--- src/rtl/au_seq.sv ---
// rtl/au_seq.sv - sequential arithmetic unit: ADD, MOV, fractional MUL and DIV with RQ/RD temps
//
// Q(W-FRAC).FRAC signed fixed-point unit fed by router_b. One operation runs per accepted start.
// The result lands in Y and, if selected, in the RQ/RD temp registers at the same edge.
//
// Ports:
//   clk, rst            clock and synchronous active-high reset
//   R, S, I             operands (I is the ADD immediate: 0, +1 or -1)
//   msb_R, msb_S        operand signs
//   op                  00 ADD, 01 MUL, 10 DIV, 11 MOV
//   wb_sel              bit0 writes RQ, bit1 writes RD
//   start               request, taken only when busy is low
//   busy                an iterative MUL/DIV is in progress
//   done                one-cycle pulse: Y/RQ/RD/ovf just updated
//   ovf                 saturation or divide-by-zero on the last result
//   Y, RQ, RD           result and temp registers
module au_seq #(
  parameter int W    = 24,
  parameter int FRAC = 16
) (
  input  logic         clk,
  input  logic         rst,
  input  logic [W-1:0] R,
  input  logic [W-1:0] S,
  input  logic [W-1:0] I,
  input  logic         msb_R,
  input  logic         msb_S,
  input  logic [1:0]   op,
  input  logic [1:0]   wb_sel,
  input  logic         start,
  output logic         busy,
  output logic         done,
  output logic         ovf,
  output logic [W-1:0] Y,
  output logic [W-1:0] RQ,
  output logic [W-1:0] RD
);

  localparam int DW = W + FRAC;          // dividend width and DIV iteration count
  localparam int PW = 2 * W;             // full product width
  localparam int CW = $clog2(DW + 1);

  localparam logic [1:0] OP_ADD = 2'b00;
  localparam logic [1:0] OP_MUL = 2'b01;
  localparam logic [1:0] OP_DIV = 2'b10;
  localparam logic [1:0] OP_MOV = 2'b11;

  localparam logic [W-1:0]  Y_MAX    = {1'b0, {(W-1){1'b1}}};
  localparam logic [W-1:0]  Y_MIN    = {1'b1, {(W-1){1'b0}}};
  localparam logic [W-1:0]  ONE      = W'(1);
  localparam logic [PW-1:0] MAG_MAX  = {{(PW-W){1'b0}}, Y_MAX};
  localparam logic [PW-1:0] MAG_MIN  = {{(PW-W){1'b0}}, Y_MIN};
  localparam logic [CW-1:0] MUL_LAST = CW'(W - 1);
  localparam logic [CW-1:0] DIV_LAST = CW'(DW - 1);

  typedef enum logic [1:0] {IDLE, ITER, FIX} state_t;

  state_t        state;
  logic [1:0]    op_q;
  logic [1:0]    wb_q;
  logic          neg_q;       // result sign for MUL/DIV
  logic          sgn_r_q;     // sign of R, picks the divide-by-zero limit
  logic          szero_q;     // divisor was zero
  logic [CW-1:0] cnt;

  // Shift-add multiplier: multiplicand moves left, multiplier bits consumed LSB first.
  logic [PW-1:0] mcand;
  logic [W-1:0]  mplier;
  logic [PW-1:0] prod;

  // Restoring divider: dq shifts dividend bits out the top and quotient bits in the bottom.
  logic [W-1:0]  rem;
  logic [DW-1:0] dq;
  logic [W-1:0]  divisor;

  // Magnitudes are unsigned W-bit values, so the most negative input maps to 2^(W-1) cleanly.
  logic [W-1:0]    abs_r, abs_s;
  logic [PW-1:0]   prod_nx;
  logic [W:0]      rem_t;
  logic            rem_ge;
  logic [W-1:0]    rem_nx;
  logic [DW-1:0]   dq_nx;
  logic [PW-1:0]   mag;
  logic signed [W+1:0] sum;
  logic [W-1:0]    acc_y, fin_y;
  logic            acc_ovf, fin_ovf;
  logic            iter_last;

  always_comb begin
    abs_r = msb_R ? (~R + ONE) : R;
    abs_s = msb_S ? (~S + ONE) : S;

    prod_nx = mplier[0] ? (prod + mcand) : prod;

    rem_t  = {rem, dq[DW-1]};
    rem_ge = (rem_t >= {1'b0, divisor});
    // The remainder after a successful subtract is below the divisor, so W bits suffice.
    rem_nx = rem_ge ? (rem_t[W-1:0] - divisor) : rem_t[W-1:0];
    dq_nx  = {dq[DW-2:0], rem_ge};

    iter_last = (op_q == OP_MUL) ? (cnt == MUL_LAST) : (cnt == DIV_LAST);

    // Result of an operation completing directly from the input operands.
    sum     = $signed({{2{R[W-1]}}, R}) + $signed({{2{S[W-1]}}, S}) + $signed({{2{I[W-1]}}, I});
    acc_y   = R;
    acc_ovf = 1'b0;
    if (op == OP_ADD) begin
      if (sum > $signed({2'b00, Y_MAX})) begin
        acc_y   = Y_MAX;
        acc_ovf = 1'b1;
      end else if (sum < $signed({2'b11, Y_MIN})) begin
        acc_y   = Y_MIN;
        acc_ovf = 1'b1;
      end else begin
        acc_y = sum[W-1:0];
      end
    end

    // Result of the iterative operation, taken from the final iteration's next values.
    if (op_q == OP_MUL) begin
      mag = {{FRAC{1'b0}}, prod_nx[PW-1:FRAC]};
    end else begin
      mag = {{(PW-DW){1'b0}}, dq_nx};
    end
    fin_ovf = 1'b0;
    if (op_q == OP_DIV && szero_q) begin
      fin_y   = sgn_r_q ? Y_MIN : Y_MAX;
      fin_ovf = 1'b1;
    end else if (neg_q) begin
      if (mag > MAG_MIN) begin
        fin_y   = Y_MIN;
        fin_ovf = 1'b1;
      end else begin
        fin_y = ~mag[W-1:0] + ONE;
      end
    end else begin
      if (mag > MAG_MAX) begin
        fin_y   = Y_MAX;
        fin_ovf = 1'b1;
      end else begin
        fin_y = mag[W-1:0];
      end
    end
  end

  always_ff @(posedge clk) begin
    if (rst) begin
      state   <= IDLE;
      busy    <= 1'b0;
      done    <= 1'b0;
      ovf     <= 1'b0;
      Y       <= '0;
      RQ      <= '0;
      RD      <= '0;
      op_q    <= OP_ADD;
      wb_q    <= 2'b00;
      neg_q   <= 1'b0;
      sgn_r_q <= 1'b0;
      szero_q <= 1'b0;
      cnt     <= '0;
      mcand   <= '0;
      mplier  <= '0;
      prod    <= '0;
      rem     <= '0;
      dq      <= '0;
      divisor <= '0;
    end else begin
      done <= 1'b0;
      case (state)
        // FIX is the done cycle; it accepts a new start exactly like IDLE.
        IDLE, FIX: begin
          state <= IDLE;
          if (start) begin
            if (op == OP_ADD || op == OP_MOV) begin
              Y     <= acc_y;
              ovf   <= acc_ovf;
              done  <= 1'b1;
              state <= FIX;
              if (wb_sel[0]) RQ <= acc_y;
              if (wb_sel[1]) RD <= acc_y;
            end else begin
              busy    <= 1'b1;
              state   <= ITER;
              op_q    <= op;
              wb_q    <= wb_sel;
              neg_q   <= msb_R ^ msb_S;
              sgn_r_q <= msb_R;
              szero_q <= (S == '0);
              cnt     <= '0;
              mcand   <= {{(PW-W){1'b0}}, abs_r};
              mplier  <= abs_s;
              prod    <= '0;
              rem     <= '0;
              dq      <= {abs_r, {FRAC{1'b0}}};
              divisor <= abs_s;
            end
          end
        end
        ITER: begin
          mcand  <= mcand << 1;
          mplier <= mplier >> 1;
          prod   <= prod_nx;
          rem    <= rem_nx;
          dq     <= dq_nx;
          cnt    <= cnt + CW'(1);
          if (iter_last) begin
            busy  <= 1'b0;
            done  <= 1'b1;
            state <= FIX;
            Y     <= fin_y;
            ovf   <= fin_ovf;
            if (wb_q[0]) RQ <= fin_y;
            if (wb_q[1]) RD <= fin_y;
          end
        end
        default: begin
          state <= IDLE;
          busy  <= 1'b0;
        end
      endcase
    end
  end

endmodule

--- config.mk ---
export PLATFORM = sky130hd
export DESIGN_NAME = au_seq
export DESIGN_NICKNAME = d
export VERILOG_FILES = /design/src/rtl/au_seq.sv
export SDC_FILE = /design/constraint.sdc
export NUM_CORES = 1
export LEC_CHECK = 0
export ABC_AREA = 1
export CORE_MARGIN = 5
export CORE_UTILIZATION = 55
export DETAILED_ROUTE_END_ITERATION = 8
export GPL_ROUTABILITY_DRIVEN = 0
export GPL_TIMING_DRIVEN = 0
export HOLD_SLACK_MARGIN = 0.12
export PLACE_DENSITY = 0.77
export SYNTH_ARGS = -nofsm -noshare
export SYNTH_HDL_FRONTEND = slang
export SYNTH_SLANG_ARGS = --single-unit
export TNS_END_PERCENT = 5
--- constraint.sdc ---
create_clock -name clk -period 3.75 [get_ports clk]
set_input_delay 0.375 -clock clk [delete_from_list [all_inputs] [get_ports clk]]
set_output_delay 0.375 -clock clk [all_outputs]
set_load 0.05 [all_outputs]
## Word-level counts from Yosys, hierarchy flattened

Index checks and enable logic that the tools add are counted.

- Bits in registers: 298
- Input bits: 81
- Output and inout port bits: 75
- Word-level logic and storage cells: 139

- $add $sub $neg: 8
- Order comparisons: 5
- Equal/unequal tests: 16
- Multiplexer cells: 71
- Bitwise gates (word level): 5
- Reduce and logical (&&, ||, !) cells: 14

Operators with widths:

| cell | number |
|---|---|
| 24-bit two-way mux | 28 |
| 48-bit two-way mux | 5 |
| 24-bit case mux with 2 select lines | 5 |
| 48-bit case mux with 2 select lines | 2 |
| 40-bit two-way mux | 3 |
| 40-bit case mux with 2 select lines | 1 |
| 24-bit by 1-bit adder with 24-bit output (second input constant) | 3 |
| 24-bit NOT | 3 |
| 48-bit adder | 1 |
| 48-bit by 23-bit > comparator with 1-bit output (second input constant) | 1 |
| 48-bit by 24-bit > comparator with 1-bit output (second input constant) | 1 |
| 25-bit by 24-bit adder with 26-bit output | 1 |
| 26-bit by 24-bit > comparator with 1-bit output (second input constant) | 1 |
| 26-bit by 24-bit less-than comparator with 1-bit output (second input constant) | 1 |
| 24-bit by 24-bit adder with 25-bit output | 1 |
| 25-bit by 24-bit >= comparator with 1-bit output | 1 |
| 24-bit logical NOT | 1 |
| 24-bit subtractor | 1 |
| 2-bit inequality test (second input constant) | 9 |
| 1-bit two-way mux | 17 |
| 6-bit two-way mux | 2 |
| 6-bit case mux with 2 select lines | 1 |
| 6-bit AND reduction | 2 |
| 3-bit AND reduction | 3 |
| 16 further kinds | 25 |

## Longest topological paths before layout

Gate-level depths: netlist of the first run.

- Depth in word-level cells: 11
- Mapped depth: 28
- Gate-level depth less buffers: 28

## Least setup slack after synthesis of the first run

Ideal clock, no wire load.

- Path type: input -> register
- Start point: in I[1]
- End point: reg RD[3]
- Arrival time: 3.405 ns
- Required time: 3.622 ns
- Path slack: 0.217 ns
- Stages on the path: 20
- Path buffers: 1
- Cells stage by stage: fa_1 > ha_1 > inv_1 > fa_1 > o21ai_0 > nand3_1 > nand3_1 > nand3_1 > o211ai_1 > xor2_1 > nand2_1 > nand2_1 > nand2_1 > inv_1 > clkbuf_1 > o21ai_0 > o21ai_1 > nand2_1 > nand2_1 > a21oi_1

- Longest elaborated chain between the ends: 9
- Elaborated cells on any way between the ends: 10
- Those cells by class: add/sub (1); order compare (2); mux (7)

Ends and longest elaborated chain:

| item | line | RTL |
|---|---|---|
| start, declared | 25 | `input logic [W-1:0] I,` |
| 25-bit by 24-bit adder with 26-bit output * | 104 | `sum = $signed({{2{R[W-1]}}, R}) + $signed({{2{S[W-1]}}, S}) + $signed({{2{I[W-1]}}, I});` |
| 26-bit by 24-bit less-than comparator with 1-bit output | 111 | `end else if (sum < $signed({2'b11, Y_MIN})) begin` |
| 24-bit two-way mux | 111 |  |
| 24-bit two-way mux * | 108 | `if (sum > $signed({2'b00, Y_MAX})) begin` |
| 24-bit two-way mux * | 107 | `if (op == OP_ADD) begin` |
| 24-bit two-way mux * | 180 | `if (wb_sel[1]) RD <= acc_y;` |
| 24-bit two-way mux * | 174 | `if (op == OP_ADD \|\| op == OP_MOV) begin` |
| 24-bit two-way mux * | 173 | `if (start) begin` |
| 24-bit case mux with 2 select lines * | 169 | `case (state)` |
| end signal, assigned | 180 |  |
| end signal, assigned | 213 | `if (wb_q[1]) RD <= fin_y;` |
| end, declared | 36 | `output logic [W-1:0] RD` |

Every way passes the cells marked *; elsewhere a longest branch is shown, timed or not. The select of a mux whose other input is x is not followed.
A chain may end at the register's enable or synchronous reset.

## Worst setup path after layout of the first run

- Start point: reg mcand[1]
- End point: reg Y[7]

- Longest elaborated chain between the ends: 10
- Elaborated cells on any way between the ends: 13
- Those cells by class: add/sub (2); order compare (2); mux (8); bitwise (1)

Ends and longest elaborated chain:

| item | line | RTL |
|---|---|---|
| start, declared | 67 | `logic [PW-1:0] mcand;` |
| start signal, assigned | 190 | `mcand <= {{(PW-W){1'b0}}, abs_r};` |
| start signal, assigned | 200 | `mcand <= mcand << 1;` |
| 48-bit adder * | 93 | `prod_nx = mplier[0] ? (prod + mcand) : prod;` |
| 48-bit two-way mux * | 93 |  |
| 40-bit two-way mux * | 120 | `if (op_q == OP_MUL) begin` |
| branches (longest 3 deep; another with 48-bit by 23-bit > comparator with 1-bit output) | -- |  |
| 24-bit two-way mux * | 129 | `end else if (neg_q) begin` |
| 24-bit two-way mux * | 126 | `if (op_q == OP_DIV && szero_q) begin` |
| 24-bit two-way mux * | 206 | `if (iter_last) begin` |
| 24-bit case mux with 2 select lines * | 169 |  |
| end signal, assigned | 175 | `Y <= acc_y;` |
| end signal, assigned | 210 | `Y <= fin_y;` |
| end, declared | 34 | `output logic [W-1:0] Y,` |

Mark *: on every way between the ends. The select of a mux whose other input is x is not followed.

==> qor.csv, run 1 <==
stage,metric,value,unit
floorplanning,num_rows,71,
clocking,numCtsBuffers,34,
grt,grt_antenna_before_repair,0,
grt,grt_max_degree,14,
drt,drcViolationCount,0,
drt,wirelength,77600,um
drt,ant_nets,0,
clocking,cts_tree,yes,
timing,tns,0,ns
floorplanning,floorplan.initialDensity,55.9,%
cells_and_area,stdcell_count,4115,
run,drv_cap,0,
worst_setup_path,crit_arrival,4.12,ns
cells_and_area,postLayoutCoreUtil,67.7,%
timing,fin_ws,0.00464,ns
synthesis,syn_area,21200,um2
synthesis,synth_area_leaders,"dfxtp_1 (28%), nand2_1 (19%), a21oi_1 (9.0%), inv_1 (6.2%), ha_1 (6.0%)",
worst_setup_path,cp-start-kind,flip-flop,
synthesis,synthArstFlopShare,0,%
clocking,cts.hold.buffers_added,0,
synthesis,yosysSeqAreaShare,28.2,%
grt,grtUsageTotal,34.6,%
synthesis,yosys_warnings,0,
drt,via_per_inst,5.94,
synthesis,synth-seq-cells,298,
worst_hold_path,holdCritPathClass,in2reg,
timing,rsz0062_at_grt,true,
cells_and_area,postLayoutCellArea,25600,um2
clocking,clkTransAtPathRegs,0.06,ns
placement,dpl.cell_count,4040,
worst_setup_path,crit_top_cell,nand2_1,
timing,whs,0.380,ns
cells_and_area,antennaDiodeCount,0,
floorplanning,die_x,206,um
worst_setup_path,crit_fanout,10,
drt,post_drt_wl_per_cell,18.9,um
drt,drt-initial-drc-count,2776,
power,p_leak,11.3,nW
floorplanning,core_area,37800,um2
timing,slew_headroom,27.1,%
drt,drtPass1Iterations,6,
grt,grt-ovfl-total,0,
floorplanning,pin_count,156,
worst_setup_path,r2r_slack,0.005,ns
cells_and_area,fillers,3266,
timing,finClkSkew,0.0187,ns
worst_setup_path,end_kind,flip-flop,
cells_and_area,drive_above_1_share,10.3,%
synthesis,yosys-top-cells-count,"nand2_1 (1095), a21oi_1 (380), inv_1 (349)",
worst_setup_path,crit_type,reg2reg,
cells_and_area,layout.nets,3789,
synthesis,yosysMostFrequentCell,nand2_1,
floorplanning,die-area,42500,um2
timing,finalSetupViolations,0,
clocking,cts-root-buf,clkbuf_16,
clocking,insertion_delay,0.52,ns
worst_setup_path,required,4.13,ns
placement,dp.final_hpwl,60200,um
run_status,status,completed,
placement,placed_area,23300,um2
timing,fmax,267,MHz
worst_setup_path,slowest_delay,0.38,ns
synthesis,synth_ff_type,dfxtp_1,
drt,vias,24400,
worst_setup_path,cp_slowest_cell,dfxtp_4,
clocking,htreeDepth,2,
timing,min_period,3.75,ns
clocking,cts_num_sinks,298,
worst_setup_path,crit_buf_inv,1,
grt,grt_pass1_vias,22400,
synthesis,synth_nets,3586,
placement,dp_worst_setup_slack,-1.10,ns
synthesis,synth_edf_count,0,
power,peakVddDrop,590,uV
synthesis,syn_inst,3377,
timing,hold_violations,0,
placement,port_buffers,152,
cells_and_area,area_growth_syn_to_layout,21.0,%
worst_setup_path,cp_top_family,simple AND/OR/NAND/NOR gates,
floorplanning,fp.dieH,206,um
timing,slew_violations,0,
grt,grt_pass1_wl,118000,um
synthesis,syn_area_per_cell,6.27,um2
power,finalPower,13.7,mW
synthesis,synth_cell_types,56,
synthesis,synth_area_leader_cell,dfxtp_1,
timing,finalCritPeriodShare,99.9,%
timing,tightest_slew,1.09,ns
clocking,cts_buffer_depth,3,
synthesis,yosysTopAreaCellShare,28.2,%
power,cellPowerDensity,537,nW/um2
[metal layers]
metal	share of wire, %	routed length (um)	up-vias	GRT usage, %
met4	5.8	4510	0	18.4
met2	45	35000	1404	55.2
met5	0	0	-	0
met3	9.8	7590	275	5.32
met1	39	30500	11300	45.2
li1	-	-	11500	-
[registers in the layout (all words and copies together) (netlist names)]
register / flops
szero_q: 1
neg_q: 1
ovf: 1
state: 2
busy: 1
done: 1
mcand: 48
dq: 40
cnt: 6
RQ: 24
Y: 24
prod: 48
sgn_r_q: 1
divisor: 24
wb_q: 2
rem: 24
RD: 24
mplier: 24
op_q: 2
[worst paths after layout]
path,end,start,cells after the start
worst max-delay path,Y[7],mcand[1],25
worst min-delay path,divisor[15],S[15],3
worst max register to register,Y[7],mcand[1],25
worst min register to register,divisor[6],divisor[6],2
[layout by cell type, fill, tap and decap left out, drive strengths merged, types with 3 or more instances in the layout]
cell type | synthesis | final
a211oi | 4 | 4
a21boi | 5 | 5
a21o | 14 | 14
a21oi | 380 | 380
a31oi | 71 | 71
buf | 25 | 40
bufinv | 0 | 3
clkbuf | 111 | 162
clkdlybuf4s50 | 0 | 111
clkinv | 7 | 12
dfxtp | 298 | 298
dlygate4sd2 | 0 | 26
dlymetal6s2s | 0 | 15
fa | 27 | 27
ha | 101 | 101
inv | 361 | 362
nand2 | 1116 | 1116
nand3 | 220 | 220
nand3b | 10 | 10
nand4 | 24 | 24
nor2 | 199 | 199
nor3 | 28 | 28
nor4 | 6 | 6
o211ai | 6 | 6
o21a | 5 | 5
o21ai | 234 | 234
o21bai | 18 | 18
o22ai | 5 | 5
or2 | 35 | 35
xnor2 | 24 | 24
xor2 | 25 | 25
[cells by family (layout without fill, tap and decap cells)]
kind of cell             after synthesis  count (layout)  synth area share, %
AO/OA/AOI/OAI                        754             754                 19.2
XOR/XNOR                              49              49                 2.03
adder cells (fa/ha/maj)              128             128                 8.53
buffers and inverters                504             731                 9.11
flip-flops                           298             298                 28.2
AND/OR/NAND/NOR                     1644            1644                 33.0
[report_power, final]
part / internal (mW) / total, mW / switching [mW]
Clock: 2.11 / 3.44 / 1.33
Sequential: 3.44 / 3.66 / 0.222
Combinational: 2.29 / 6.64 / 4.36
[worst reg2reg max path: cells and delay by family, from the launching register on]
family,cells,cell delay [ns]
buf+inv,1,0.21
compound gates,2,0.26
fa+ha+maj,1,0.34
flops,1,0.38
simple gates,21,2.41
[final cells by class]
cell class                 count  area, um2  share of cell area (%)
buffer                       136        563                    2.20
clock buffer                  51       1030                    4.01
clock inverter                 9        139                   0.542
inverter                     368       1380                    5.40
multi-input combinational   2575      14200                    55.6
sequential                   298       5990                    23.4
tap                          511        639                    2.50
timing repair buffer         167       1640                    6.40
[timing repair]
action,in CTS,in global routing
pin swaps,4,20
endpoints found under the hold margin,0,0
setup endpoints to repair,74,75
buffers inserted,2,13
gates cloned,0,0
resized for setup,70,221
(Power assumes the default switching activity.)
==> inputs of run 2 (changes only) <==
- clock period: 3.75 -> 3.2 ns (I/O delays scaled with it)
==> qor.csv, run 2 (synthesis results as in run 1) <==
stage,metric,value,unit,change
drt,via_per_inst,5.96,,+0.36%
worst_setup_path,cp_cell_sequence,"ha_4, fa_2, nand3_2, nand3_4, nand2_4, nand3_4, nand2_4, nand3_2, nand3_2, nand3_2, nand2_2, buf_4, buf_4, nand3_2, nor2_4, nand2_2, nor2_4, nand3_2, o21ai_1, nand3_1, nand2_2, nand3_1, nand2_1, inv_1",,
timing,finClkSkew,0.0187,ns,-0.00000990 ns
worst_setup_path,crit_top_cell,nand3_2,,
worst_setup_path,crit_type,reg2reg,,
worst_setup_path,r2r_slack,-0.35,ns,-0.36 ns
cells_and_area,top_regs,"mcand x48, prod x48, dq x40",,
cells_and_area,postLayoutCellArea,26500,um2,+3.3%
floorplanning,fp.dieH,206,um,unchanged
drt,drtPass1Iterations,7,,+1
floorplanning,pin_count,156,,unchanged
placement,port_buffers,152,,unchanged
clocking,cts_buffer_depth,3,,unchanged
grt,grt_antenna_before_repair,1,,+1
timing,tightest_slew,1.06,ns,-0.0297 ns
clocking,cts-root-buf,clkbuf_16,,
worst_hold_path,hold_start,S[0],,
timing,slew_violations,0,,unchanged
worst_hold_path,hold_depth,3,,unchanged
drt,wirelength,79200,um,+2.1%
placement,dp.final_hpwl,59900,um,-0.52%
worst_setup_path,cp_top_family,simple AND/OR/NAND/NOR gates,,
drt,post_drt_wl_per_cell,19.1,um,+1.2%
timing,finalCritPeriodShare,111,%,+11 points
power,cellPowerDensity,630,nW/um2,+17%
run,drv_cap,0,,unchanged
clocking,cts_num_sinks,298,,unchanged
timing,fmax,282,MHz,+5.5%
timing,fin_ws,-0.351,ns,-0.355 ns
grt,grt_pass1_vias,22900,,+2.3%
timing,slew_headroom,29.3,%,+2.2 points
grt,grt_max_degree,13,,-1
cells_and_area,area_growth_syn_to_layout,25.0,%,
placement,dpl.cell_count,4040,,unchanged
clocking,cts_tree,yes,,
worst_setup_path,crit_buf_inv,3,,+2
worst_setup_path,r2r_start,mcand[0],,
timing,hold_violations,0,,unchanged
worst_setup_path,crit_arrival,3.97,ns,-0.15 ns
floorplanning,die_x,206,um,unchanged
floorplanning,num_rows,71,,unchanged
worst_setup_path,rr_worst_depth,24,,-4.0%
grt,grtUsageTotal,35.5,%,+0.97 points
worst_hold_path,holdCritPathClass,in2reg,,
worst_setup_path,r2r_end,RQ[23],,
worst_setup_path,slowest_delay,0.38,ns,about the same
clocking,clkTransAtPathRegs,0.06,ns,about the same
power,peakVddDrop,1020,uV,+73%
clocking,insertion_delay,0.53,ns,about the same
run_status,status,finished with violations,,
cells_and_area,drive_above_1_share,14.6,%,+4.3 points
clocking,htreeDepth,2,,unchanged
worst_setup_path,end_kind,flip-flop,,
cells_and_area,layout.nets,3827,,+1.0%
cells_and_area,antennaDiodeCount,0,,unchanged
run_status,violations,setup timing,,
floorplanning,floorplan.initialDensity,55.9,%,unchanged
worst_setup_path,crit_fanout,4,,-6
timing,finalSetupViolations,73,,+73
placement,placed_area,23300,um2,about the same
drt,ant_nets,0,,unchanged
cells_and_area,stdcell_count,4152,,+0.90%
worst_setup_path,required,3.61,ns,-0.52 ns
timing,rsz0062_at_grt,true,,
timing,tns,-19.31,ns,-19.31 ns
cells_and_area,layout_commonest_cell,nand2_1,,
clocking,numCtsBuffers,35,,+2.9%
cells_and_area,mostFrequentLayoutCells,"nand2_1 (1017), a21oi_1 (346), inv_1 (342)",,
grt,grt_pass1_wl,121000,um,+2.9%
floorplanning,die-area,42500,um2,unchanged
grt,grt-ovfl-total,0,,unchanged
worst_hold_path,hold_end,divisor[0],,
drt,drt-initial-drc-count,2571,,-7.4%
power,p_leak,11.4,nW,+1.2%
floorplanning,core_area,37800,um2,unchanged
drt,vias,24800,,+1.3%
worst_setup_path,cp-start-kind,flip-flop,,
worst_setup_path,cp_slowest_cell,fa_2,,
drt,drcViolationCount,0,,unchanged
timing,min_period,3.55,ns,-0.195 ns
-- run 2: how the worst max path moves through the flow --
stage	slack, ns	start	depth (start not counted)	endpoint
floorplan	0.002	mcand[0]	25	RD[11]
global placement	-1.35	R[3]	18	Y[20]
detailed placement	-1.41	R[3]	18	RQ[20]
CTS	-0.25	mcand[0]	26	RD[7]
global route	-0.51	prod[6]	28	RQ[19]
finish	-0.35	mcand[0]	24	RQ[23]
-- run 2: metal layers --
metal	part of all wire, %	vias to the layer above	routed length [um]	global-route usage [%]
li1	-	11500	-	-
met1	39	11400	30600	45.6
met2	44	1484	35100	57.0
met3	10	360	8010	5.73
met4	6.9	2	5480	19.8
met5	0.016	-	13	0
-- run 2: stage by stage --
stage / hold slack [ns] / setup slack [ns] / utilization (%) / power (mW)
3_5_place_dp: 0.455 / -1.41 / 61.7 / 11.5
3_3_place_gp: 0.453 / -1.35 / 61.7 / 11.3
2_1_floorplan: 0.443 / 0.00201 / - / 9.42
4_1_cts: 0.420 / -0.255 / 68.1 / 15.6
6_report: 0.345 / -0.351 / 69.9 / 16.7
5_1_grt: 0.334 / -0.512 / 69.9 / 18.8
-- run 2: layout make-up --
class                   count  area (um2)
fillers                  3184       11400
inverters                 368        1390
clock buffers              50        1010
well taps                 511         639
multi-input cells        2575       14800
flip-flops and latches    298        6010
repair buffers            204        1920
plain buffers             136         576
clock inverters            10         138
-- run 2: repair_timing --
item                                    4_1_cts  5_1_grt
endpoints found under the setup margin      173      192
hold buffers                                  0        0
pin swaps                                    31       43
buffers inserted                             32       19
gates resized for setup                     256      175
gates cloned                                  1        0
-- run 2: worst register-to-register path: cells and delay by family (launching register included) --
family	cells	cell delay, ns
buffers and inverters	3	0.30
AND/OR/NAND/NOR	18	2.02
adder cells (fa/ha/maj)	2	0.55
flip-flops	1	0.37
AO/OA/AOI/OAI	1	0.20
-- run 2: power by group --
group	total (mW)	switching [mW]	internal [mW]	leakage (nW)
sequential	4.29	0.261	4.03	2.44
combinational	8.32	5.25	3.07	8.40
clock	4.05	1.60	2.45	0.558
